===== src/rtl/pool_window_scheduler_pkg.sv =====
// Shared definitions for the 3x3 max-pool window scheduler: FSM encoding,
// window geometry constants and the job configuration legality check.
package pool_window_scheduler_pkg;

  localparam int WIN_SIZE  = 3;
  localparam int WIN_ELEMS = 9;
  localparam int MIN_DIM   = 3;
  localparam int MAX_DIM   = 64;

  typedef enum logic [2:0] {
    ST_IDLE,
    ST_FETCH,
    ST_CAPTURE,
    ST_ISSUE,
    ST_WAIT,
    ST_WRITE,
    ST_DONE
  } state_t;

  // A job needs a map that fits at least one window, stays within the
  // supported map size and uses a non-zero stride.
  function automatic logic cfg_ok(input int w, input int h, input logic [1:0] s);
    return (w >= MIN_DIM) && (h >= MIN_DIM) &&
           (w <= MAX_DIM) && (h <= MAX_DIM) && (s != 2'd0);
  endfunction

endpackage


===== src/rtl/pool_addr_gen.sv =====
// Window/tap position counters for the pool scheduler. Produces source read
// addresses and result indices using running sums only (no divide).
module pool_addr_gen
  import pool_window_scheduler_pkg::*;
#(
  parameter int ADDR_W = 12,
  parameter int DIM_W  = 7
) (
  input  logic              clk,
  input  logic              rst_n,
  input  logic              job_init,
  input  logic              tap_step,
  input  logic              win_step,
  input  logic [DIM_W-1:0]  cfg_width,
  input  logic [DIM_W-1:0]  cfg_height,
  input  logic [1:0]        cfg_stride,
  output logic [ADDR_W-1:0] rd_addr,
  output logic [ADDR_W-1:0] wr_addr,
  output logic              tap_last,
  output logic              win_last
);

  localparam int PW = DIM_W + 3;
  localparam logic [1:0] K_LAST = 2'(WIN_SIZE - 1);

  logic [DIM_W-1:0]  width_q;
  logic [DIM_W-1:0]  height_q;
  logic [1:0]        stride_q;
  logic [ADDR_W-1:0] row_step;

  logic [DIM_W-1:0]  ox;
  logic [DIM_W-1:0]  oy;
  logic [1:0]        kx;
  logic [1:0]        ky;
  logic [ADDR_W-1:0] tap_row;
  logic [ADDR_W-1:0] row_base;
  logic [ADDR_W-1:0] win_base;
  logic [ADDR_W-1:0] oidx;

  logic [PW-1:0]     col_end;
  logic [PW-1:0]     row_end;
  logic              last_col;
  logic              last_row;

  // Stride is at most 3, so scaling by it is a shift-and-add.
  function automatic logic [PW-1:0] scale(input logic [DIM_W-1:0] v, input logic [1:0] s);
    return (s[0] ? PW'(v) : '0) + (s[1] ? (PW'(v) << 1) : '0);
  endfunction

  // A window is the last in its row/column when the next one would overhang the map.
  assign col_end  = scale(ox, stride_q) + PW'(stride_q) + PW'(WIN_SIZE);
  assign row_end  = scale(oy, stride_q) + PW'(stride_q) + PW'(WIN_SIZE);
  assign last_col = col_end > PW'(width_q);
  assign last_row = row_end > PW'(height_q);

  assign tap_last = (kx == K_LAST) && (ky == K_LAST);
  assign win_last = last_col && last_row;
  assign rd_addr  = win_base + tap_row + ADDR_W'(kx);
  assign wr_addr  = oidx;

  always_ff @(posedge clk or negedge rst_n) begin
    if (!rst_n) begin
      width_q  <= '0;
      height_q <= '0;
      stride_q <= '0;
      row_step <= '0;
    end else if (job_init) begin
      width_q  <= cfg_width;
      height_q <= cfg_height;
      stride_q <= cfg_stride;
      row_step <= ADDR_W'(scale(cfg_width, cfg_stride));
    end
  end

  always_ff @(posedge clk or negedge rst_n) begin
    if (!rst_n) begin
      kx      <= '0;
      ky      <= '0;
      tap_row <= '0;
    end else if (job_init) begin
      kx      <= '0;
      ky      <= '0;
      tap_row <= '0;
    end else if (tap_step) begin
      if (kx == K_LAST) begin
        kx <= '0;
        if (ky == K_LAST) begin
          ky      <= '0;
          tap_row <= '0;
        end else begin
          ky      <= ky + 2'd1;
          tap_row <= tap_row + ADDR_W'(width_q);
        end
      end else begin
        kx <= kx + 2'd1;
      end
    end
  end

  // win_base tracks the top-left source address of the current window.
  always_ff @(posedge clk or negedge rst_n) begin
    if (!rst_n) begin
      ox       <= '0;
      oy       <= '0;
      row_base <= '0;
      win_base <= '0;
      oidx     <= '0;
    end else if (job_init) begin
      ox       <= '0;
      oy       <= '0;
      row_base <= '0;
      win_base <= '0;
      oidx     <= '0;
    end else if (win_step) begin
      oidx <= oidx + 1'b1;
      if (last_col) begin
        ox       <= '0;
        oy       <= oy + 1'b1;
        row_base <= row_base + row_step;
        win_base <= row_base + row_step;
      end else begin
        ox       <= ox + 1'b1;
        win_base <= win_base + ADDR_W'(stride_q);
      end
    end
  end

endmodule


===== src/rtl/pool_window_scheduler.sv =====
// Walks 3x3 windows over a feature map: fetches 9 taps, hands the window to
// an external max-pooler, and writes each result in raster order.
module pool_window_scheduler
  import pool_window_scheduler_pkg::*;
#(
  parameter int ADDR_W       = 12,
  parameter int DIM_W        = 7,
  parameter int POOL_LAT_MAX = 15
) (
  input  logic                     clk,
  input  logic                     rst_n,
  input  logic                     start,
  input  logic [DIM_W-1:0]         cfg_width,
  input  logic [DIM_W-1:0]         cfg_height,
  input  logic [1:0]               cfg_stride,
  output logic                     busy,
  output logic                     done,
  output logic                     err,
  output logic                     rd_en,
  output logic [ADDR_W-1:0]        rd_addr,
  input  logic signed [7:0]        rd_data,
  output logic                     pool_valid_in,
  output logic [8*WIN_ELEMS-1:0]   pool_win,
  input  logic signed [7:0]        pool_max,
  input  logic                     pool_valid_out,
  output logic                     wr_en,
  output logic [ADDR_W-1:0]        wr_addr,
  output logic signed [7:0]        wr_data
);

  localparam int WCNT_W = $clog2(POOL_LAT_MAX + 2);

  state_t            state;
  state_t            state_nxt;
  logic              job_init;
  logic              tap_step;
  logic              win_step;
  logic              tap_last;
  logic              win_last;
  logic              err_set;
  logic              res_load;
  logic              start_ok;
  logic              rd_pending;
  logic              err_q;
  logic [WCNT_W-1:0] wait_cnt;
  logic [3:0]        slot_ptr;
  logic [7:0]        win_q [WIN_ELEMS];
  logic signed [7:0] res_q;

  assign start_ok = cfg_ok(int'(cfg_width), int'(cfg_height), cfg_stride);

  pool_addr_gen #(
    .ADDR_W (ADDR_W),
    .DIM_W  (DIM_W)
  ) u_addr_gen (
    .clk        (clk),
    .rst_n      (rst_n),
    .job_init   (job_init),
    .tap_step   (tap_step),
    .win_step   (win_step),
    .cfg_width  (cfg_width),
    .cfg_height (cfg_height),
    .cfg_stride (cfg_stride),
    .rd_addr    (rd_addr),
    .wr_addr    (wr_addr),
    .tap_last   (tap_last),
    .win_last   (win_last)
  );

  always_ff @(posedge clk or negedge rst_n) begin
    if (!rst_n) begin
      state    <= ST_IDLE;
      err_q    <= 1'b0;
      wait_cnt <= '0;
      res_q    <= '0;
    end else begin
      state <= state_nxt;
      err_q <= err_set;
      if (state == ST_ISSUE) begin
        wait_cnt <= '0;
      end else if (state == ST_WAIT) begin
        wait_cnt <= wait_cnt + 1'b1;
      end
      if (res_load) begin
        res_q <= pool_max;
      end
    end
  end

  // Read data lags rd_en by one cycle, so slot k fills the cycle after read k.
  always_ff @(posedge clk or negedge rst_n) begin
    if (!rst_n) begin
      for (int k = 0; k < WIN_ELEMS; k++) begin
        win_q[k] <= '0;
      end
      slot_ptr   <= '0;
      rd_pending <= 1'b0;
    end else begin
      rd_pending <= rd_en;
      if (rd_pending) begin
        win_q[slot_ptr] <= rd_data;
        slot_ptr        <= slot_ptr + 4'd1;
      end else begin
        slot_ptr <= '0;
      end
    end
  end

  always_comb begin
    state_nxt     = state;
    rd_en         = 1'b0;
    pool_valid_in = 1'b0;
    wr_en         = 1'b0;
    job_init      = 1'b0;
    tap_step      = 1'b0;
    win_step      = 1'b0;
    err_set       = 1'b0;
    res_load      = 1'b0;
    unique case (state)
      ST_IDLE: begin
        if (start) begin
          if (start_ok) begin
            job_init  = 1'b1;
            state_nxt = ST_FETCH;
          end else begin
            err_set = 1'b1;
          end
        end
      end
      ST_FETCH: begin
        rd_en    = 1'b1;
        tap_step = 1'b1;
        if (tap_last) begin
          state_nxt = ST_CAPTURE;
        end
      end
      ST_CAPTURE: begin
        state_nxt = ST_ISSUE;
      end
      // A zero-latency pooler answers in ISSUE itself and WAIT is skipped.
      ST_ISSUE: begin
        pool_valid_in = 1'b1;
        if (pool_valid_out) begin
          res_load  = 1'b1;
          state_nxt = ST_WRITE;
        end else begin
          state_nxt = ST_WAIT;
        end
      end
      ST_WAIT: begin
        if (pool_valid_out) begin
          res_load  = 1'b1;
          state_nxt = ST_WRITE;
        end else if (wait_cnt == WCNT_W'(POOL_LAT_MAX)) begin
          err_set   = 1'b1;
          state_nxt = ST_IDLE;
        end
      end
      ST_WRITE: begin
        wr_en     = 1'b1;
        win_step  = 1'b1;
        state_nxt = win_last ? ST_DONE : ST_FETCH;
      end
      ST_DONE: begin
        state_nxt = ST_IDLE;
      end
      default: begin
        state_nxt = ST_IDLE;
      end
    endcase
  end

  always_comb begin
    pool_win = '0;
    for (int k = 0; k < WIN_ELEMS; k++) begin
      pool_win[8*k +: 8] = win_q[k];
    end
  end

  assign busy    = (state != ST_IDLE);
  assign done    = (state == ST_DONE);
  assign err     = err_q;
  assign wr_data = res_q;

endmodule


===== config.mk =====
export PLATFORM = sky130hd
export DESIGN_NAME = pool_window_scheduler
export DESIGN_NICKNAME = d
export VERILOG_FILES = /design/src/rtl/pool_window_scheduler_pkg.sv /design/src/rtl/pool_addr_gen.sv /design/src/rtl/pool_window_scheduler.sv
export SDC_FILE = /design/constraint.sdc
export NUM_CORES = 1
export LEC_CHECK = 0
export CORE_ASPECT_RATIO = 1.5
export CORE_MARGIN = 2
export CORE_UTILIZATION = 53
export CTS_BUF_LIST = sky130_fd_sc_hd__clkbuf_4 sky130_fd_sc_hd__clkbuf_8
export DETAILED_ROUTE_END_ITERATION = 7
export GPL_TIMING_DRIVEN = 1
export PLACE_DENSITY = 0.87
export SETUP_SLACK_MARGIN = 0.5
export SLEW_MARGIN = 20
export SYNTH_ARGS = -nofsm -noshare
export SYNTH_HDL_FRONTEND = slang
export SYNTH_SLANG_ARGS = --single-unit
export TNS_END_PERCENT = 1

===== constraint.sdc =====
create_clock -name clk -period 6.2 [get_ports clk]
set_input_delay 0.93 -clock clk [delete_from_list [all_inputs] [get_ports clk]]
set_output_delay 0.93 -clock clk [all_outputs]
set_load 0.1 [all_outputs]

==> results of run 1 <==
==> metrics by stage <==
step                utilization, %  hold slack, ns  worst slack (ns)  cell area (um^2)  std cells
global route                  64.3           0.420             0.559             13000       1490
global placement              62.2           0.473              1.48             12600       1458
detailed placement            62.2           0.484              1.35             12600       1458
floorplan                        -           0.452              1.09             10900       1072
CTS                           64.3           0.404             0.826             13000       1490
finish                        64.3           0.406             0.862             13000       1490
==> synthesized netlist by cell type, types with 9 or more instances <==
cell                       count
sky130_fd_sc_hd__dfrtp_1     185
sky130_fd_sc_hd__nand2_1     103
sky130_fd_sc_hd__ha_1         92
sky130_fd_sc_hd__mux2_2       81
sky130_fd_sc_hd__nor2_1       64
sky130_fd_sc_hd__a21oi_1      62
sky130_fd_sc_hd__o21ai_0      61
sky130_fd_sc_hd__inv_1        43
sky130_fd_sc_hd__nand3_1      34
sky130_fd_sc_hd__and2_1       31
sky130_fd_sc_hd__xnor2_1      26
sky130_fd_sc_hd__clkbuf_1     25
sky130_fd_sc_hd__xor2_1       22
sky130_fd_sc_hd__nor3_1       19
sky130_fd_sc_hd__nor2b_1      15
sky130_fd_sc_hd__a211oi_1     14
sky130_fd_sc_hd__a21o_1       13
sky130_fd_sc_hd__and3_1       13
sky130_fd_sc_hd__mux2i_1      13
sky130_fd_sc_hd__or3_1        10
sky130_fd_sc_hd__fa_1          9
sky130_fd_sc_hd__nand4_1       9
sky130_fd_sc_hd__o211ai_1      9
==> kinds of logic after synthesis <==
family | Yosys count | synth area share [%]
and+or+nand+nor | 344 | 15.9
muxes | 94 | 9.58
DFF | 185 | 42.6
AOI/OAI and AO/OA | 220 | 12.7
buffers and inverters | 80 | 3.05
adders and majority gates | 101 | 12.2
xor gates and xnor gates | 48 | 3.87
==> worst paths after layout <==
| check | from | end | slack (ns) |
|---|---|---|---|
| min in group clk | u_addr_gen.row_step[0] | u_addr_gen.row_step[0] | 0.50 |
| hold reg to reg | u_addr_gen.row_step[0] | u_addr_gen.row_step[0] | 0.50 |
| setup / recovery | u_addr_gen.win_base[1] | rd_addr[11] | 0.86 |
| setup reg to reg | u_addr_gen.stride_q[1] | u_addr_gen.row_base[11] | 1.32 |
| max in group asynchronous | rst_n | u_addr_gen.win_base[8] | 4.55 |
| hold / removal | rst_n | pool_win[61] | 0.41 |
==> metal layers <==
| metal | share of wire [%] | wire (um) | vias up |
|---|---|---|---|
| li1 | - | - | 4119 |
| met2 | 52 | 13600 | 280 |
| met4 | 4.5 | 1190 | 0 |
| met5 | 0 | 0 | - |
| met1 | 39 | 10100 | 4320 |
| met3 | 4.9 | 1290 | 68 |
==> sequential cells by signal, summed over array words and instances, names as in the netlist <==
register and cells:
pool_win 72, u_addr_gen.row_step 9, u_addr_gen.oy 7, u_addr_gen.win_base 12, rd_pending 1, slot_ptr 4, u_addr_gen.width_q 7, u_addr_gen.ox 7
err 1, u_addr_gen.kx 2, wait_cnt 5, u_addr_gen.row_base 12, u_addr_gen.tap_row 12, u_addr_gen.height_q 7, wr_data 8, u_addr_gen.wr_addr 12
u_addr_gen.stride_q 2, state 3, u_addr_gen.ky 2
==> cell type report <==
| cell class | instances | area, um^2 |
|---|---|---|
| fillers | 1568 | 7230 |
| clock buffers | 17 | 234 |
| inverters | 44 | 165 |
| multi-input cells | 807 | 5920 |
| repair buffers | 158 | 1550 |
| well taps | 264 | 330 |
| flip-flops and latches | 185 | 4630 |
| clock inverters | 15 | 200 |
==> worst reg2reg max path, delay by kind of cell, from the launching register on <==
| kind | cells | cell delay [ns] |
|---|---|---|
| xor+xnor | 1 | 0.15 |
| simple gates | 4 | 0.53 |
| flops | 1 | 0.86 |
| buf+inv | 2 | 0.37 |
| fa+ha+maj | 3 | 1.03 |
| compound gates | 8 | 1.86 |
==> impl.org, run 1 <==
** Synthesis
- Dividing the synthesized area by the synthesized cell count gives 10.1 um^2.
- Counting every instance in the synthesized netlist gives 1072.
- Cell type contributing the most total cell area after synthesis :: sky130_fd_sc_hd__dfrtp_1
- Counting flops with an async set or reset pin after synthesis yields a share of 100%.
- In this run, synthesis produced a sequential element count of 185.
- Cell area after technology mapping :: 10900 um^2
- The Yosys step of the flow raised 0 warnings.
- Summing the sequential cell areas from Yosys gives 42.6% of the chip area.
- Number of synthesized flops with an enable pin :: 0
- Post-synth top flop :: sky130_fd_sc_hd__dfrtp_1
- Syn nets :: 1209
- Synthesis instantiated 69 different standard cells from the library.
- Area share of the largest cell type after synthesis :: 42.6%
- By area the synthesized netlist is led by sky130_fd_sc_hd__dfrtp_1 (43%), sky130_fd_sc_hd__ha_1 (11%), sky130_fd_sc_hd__mux2_2 (8.4%), sky130_fd_sc_hd__nand2_1 (3.6%), sky130_fd_sc_hd__a21oi_1 (2.9%).

** Cells and area
- After the last flow step, the layout net total stands at 1350.
- Number of diodes added for antenna fixing :: 0
- From synthesis to final layout, the design area changed by 19.8%.
- The top cell types in the final layout, fill and taps aside, are sky130_fd_sc_hd__dfrtp_1 (185), sky130_fd_sc_hd__clkdlybuf4s50_1 (144), sky130_fd_sc_hd__nand2_1 (103).
- The library cell used most frequently in the layout, excluding fill and tap cells, is sky130_fd_sc_hd__dfrtp_1.
- Layout cell share with drive strength beyond 1 :: 12.5%

** STA
- Setup repair after global routing left no endpoint under its margin.
- Measured slew at the worst slew-check pin :: 1.04 ns
- Static timing analysis puts the maximum clock frequency at 187 MHz.
- Count of final setup violators :: 0
- Time the worst path needs with I/O delays and setup :: 5.34 ns
- In the finished design, the share of the clock period the worst path needs comes to 86.1%.
- Max-Slew Margin vs Limit :: 30.8%
- The count of pins over their slew limit was 0.
- Setup TNS :: 0 ns
- Hold Violations, Final :: 0
- Clk_skew :: 0.0159 ns

** Drt
- For this block, the routed nets add up to 26200 um of wire.
- The first TritonRoute pass finished after 5 iterations.
- Starting DRC count in detailed routing :: 523
- For this run, design rule violations remaining after detail routing come to 0.
- The detailed router placed 8787 vias in this run.
- In the final routed layout, each cell accounts on average for 17.6 um.
- The count of nets left with antenna violations once routing finished came out at 0.
- Number of vias per cell after detailed routing :: 5.90

** Worst setup path
- Critical path buffers and inverters :: 2
- The slowest stage of the critical path belongs to the cell sky130_fd_sc_hd__clkdlybuf4s50_1.
- STA puts the critical path data arrival time at 4.41 ns.
- The worst register-to-register path has a depth of 18.
- Sequence of cells on the critical path :: fa_1 > ha_1 > inv_1 > fa_1 > nor2b_1 > o21ai_0 > a21boi_0 > o21ai_0 > a21oi_1 > or4_1 > nand3_1 > clkdlybuf4s50_1
- Of all nets on the critical path, the largest fanout is 4.
- STA classifies the critical path endpoint as an output port.
- The critical path runs through a total of 12 cells.
- At the worst endpoint, the required time is 5.27 ns.
- The worst setup path is launched from a register.
- On the worst path, the slowest cell contributes a delay of 1.13 ns.
- The cell family contributing the most delay on the critical path is buffers and inverters.
- The critical path is of the register to output port type.

** Floorplanning
- The initial utilization of the core area, before any placement, comes to 53.7%.
- In this run the count of I/O pins placed on the die edge is 146.
- The floorplan step defined a die boundary enclosing 21700 um^2.
- Die Span X :: 121 um
- The die is 179 um tall.
- Standard cell core area :: 20300 um^2
- After floorplanning, the core was divided into 64 placement rows.

** GRT
- Most utilized layer in the global route result :: met2
- GR met1 Demand/Resource :: 27.8%
- Pin count of the biggest net entering global routing :: 65
- Vias in the first global route :: 8734
- Summed over all layers, the global routing overflow is 0.
- For met2 alone, demand over resource in global routing was 43.2%.
- Across every metal layer, demand over resource in global routing totals 24.5%.
- The first global-routing pass estimated 42700 um of wire.
- Number of antenna violations at the first check in global routing :: 0
- Global routing used 4.54% of the available met3 tracks.

** Clocking
- Insertion delay of the later-clocked pin in the worst-skew pair :: 0.48 ns
- Number of CTS-inserted buffers :: 17
- Clock sink count :: 185
- The number of gates resized after CTS was 0.
- Hold repair after CTS inserted 0 buffers.
- After clock tree synthesis, the clock-pin slew on the worst setup and hold paths is 0.11 ns.
- Counting along the longest clock path gives a buffer depth of 2.
- TritonCTS built the clock tree.
- Total number of H-tree levels :: 4
- In this run the post-CTS setup repair buffer count came out at 0.
- Master cell of the clock root buffer :: sky130_fd_sc_hd__clkbuf_8

** Place
- In this run the tool buffered the top-level ports with 145 buffer cells.
- At the end of routability-driven placement, the weighted congestion stood at 0.861.
- Detail Placement HPWL :: 19600 um

** Outcome
- The run finished with clean final reports.

** Worst hold path
- Class of the tightest hold or removal check :: input pin to asynchronous set/reset pin

** Job
- Max cap viols :: 0
Power of run 1 is not shown: default switching activity piles up to over one toggle a cycle in this logic, so the estimate is an artifact.
==> inputs of run 2 (changes only) <==
--- a/config.mk
+++ b/config.mk
@@ -17,4 +17,3 @@
 export SYNTH_ARGS = -nofsm -noshare
 export SYNTH_HDL_FRONTEND = slang
 export SYNTH_SLANG_ARGS = --single-unit
-export TNS_END_PERCENT = 1
==> results of run 2 <==
No change in the layout: final DEF, timing and power equal those of run 1.
Power of run 2 is left out for the same reason.
==> inputs of run 3 (changes only) <==
--- a/config.mk
+++ b/config.mk
@@ -5,6 +5,7 @@
 export SDC_FILE = /design/constraint.sdc
 export NUM_CORES = 1
 export LEC_CHECK = 0
+export CAP_MARGIN = 20
 export CORE_ASPECT_RATIO = 1.5
 export CORE_MARGIN = 2
 export CORE_UTILIZATION = 53
@@ -12,7 +13,7 @@
 export DETAILED_ROUTE_END_ITERATION = 7
 export GPL_TIMING_DRIVEN = 1
 export PLACE_DENSITY = 0.87
-export SETUP_SLACK_MARGIN = 0.5
+export SETUP_SLACK_MARGIN = 0.3
 export SLEW_MARGIN = 20
 export SYNTH_ARGS = -nofsm -noshare
 export SYNTH_HDL_FRONTEND = slang
==> results of run 3 <==
No change in the layout: final DEF, timing and power equal those of run 1.
Power of run 3 is left out for the same reason.
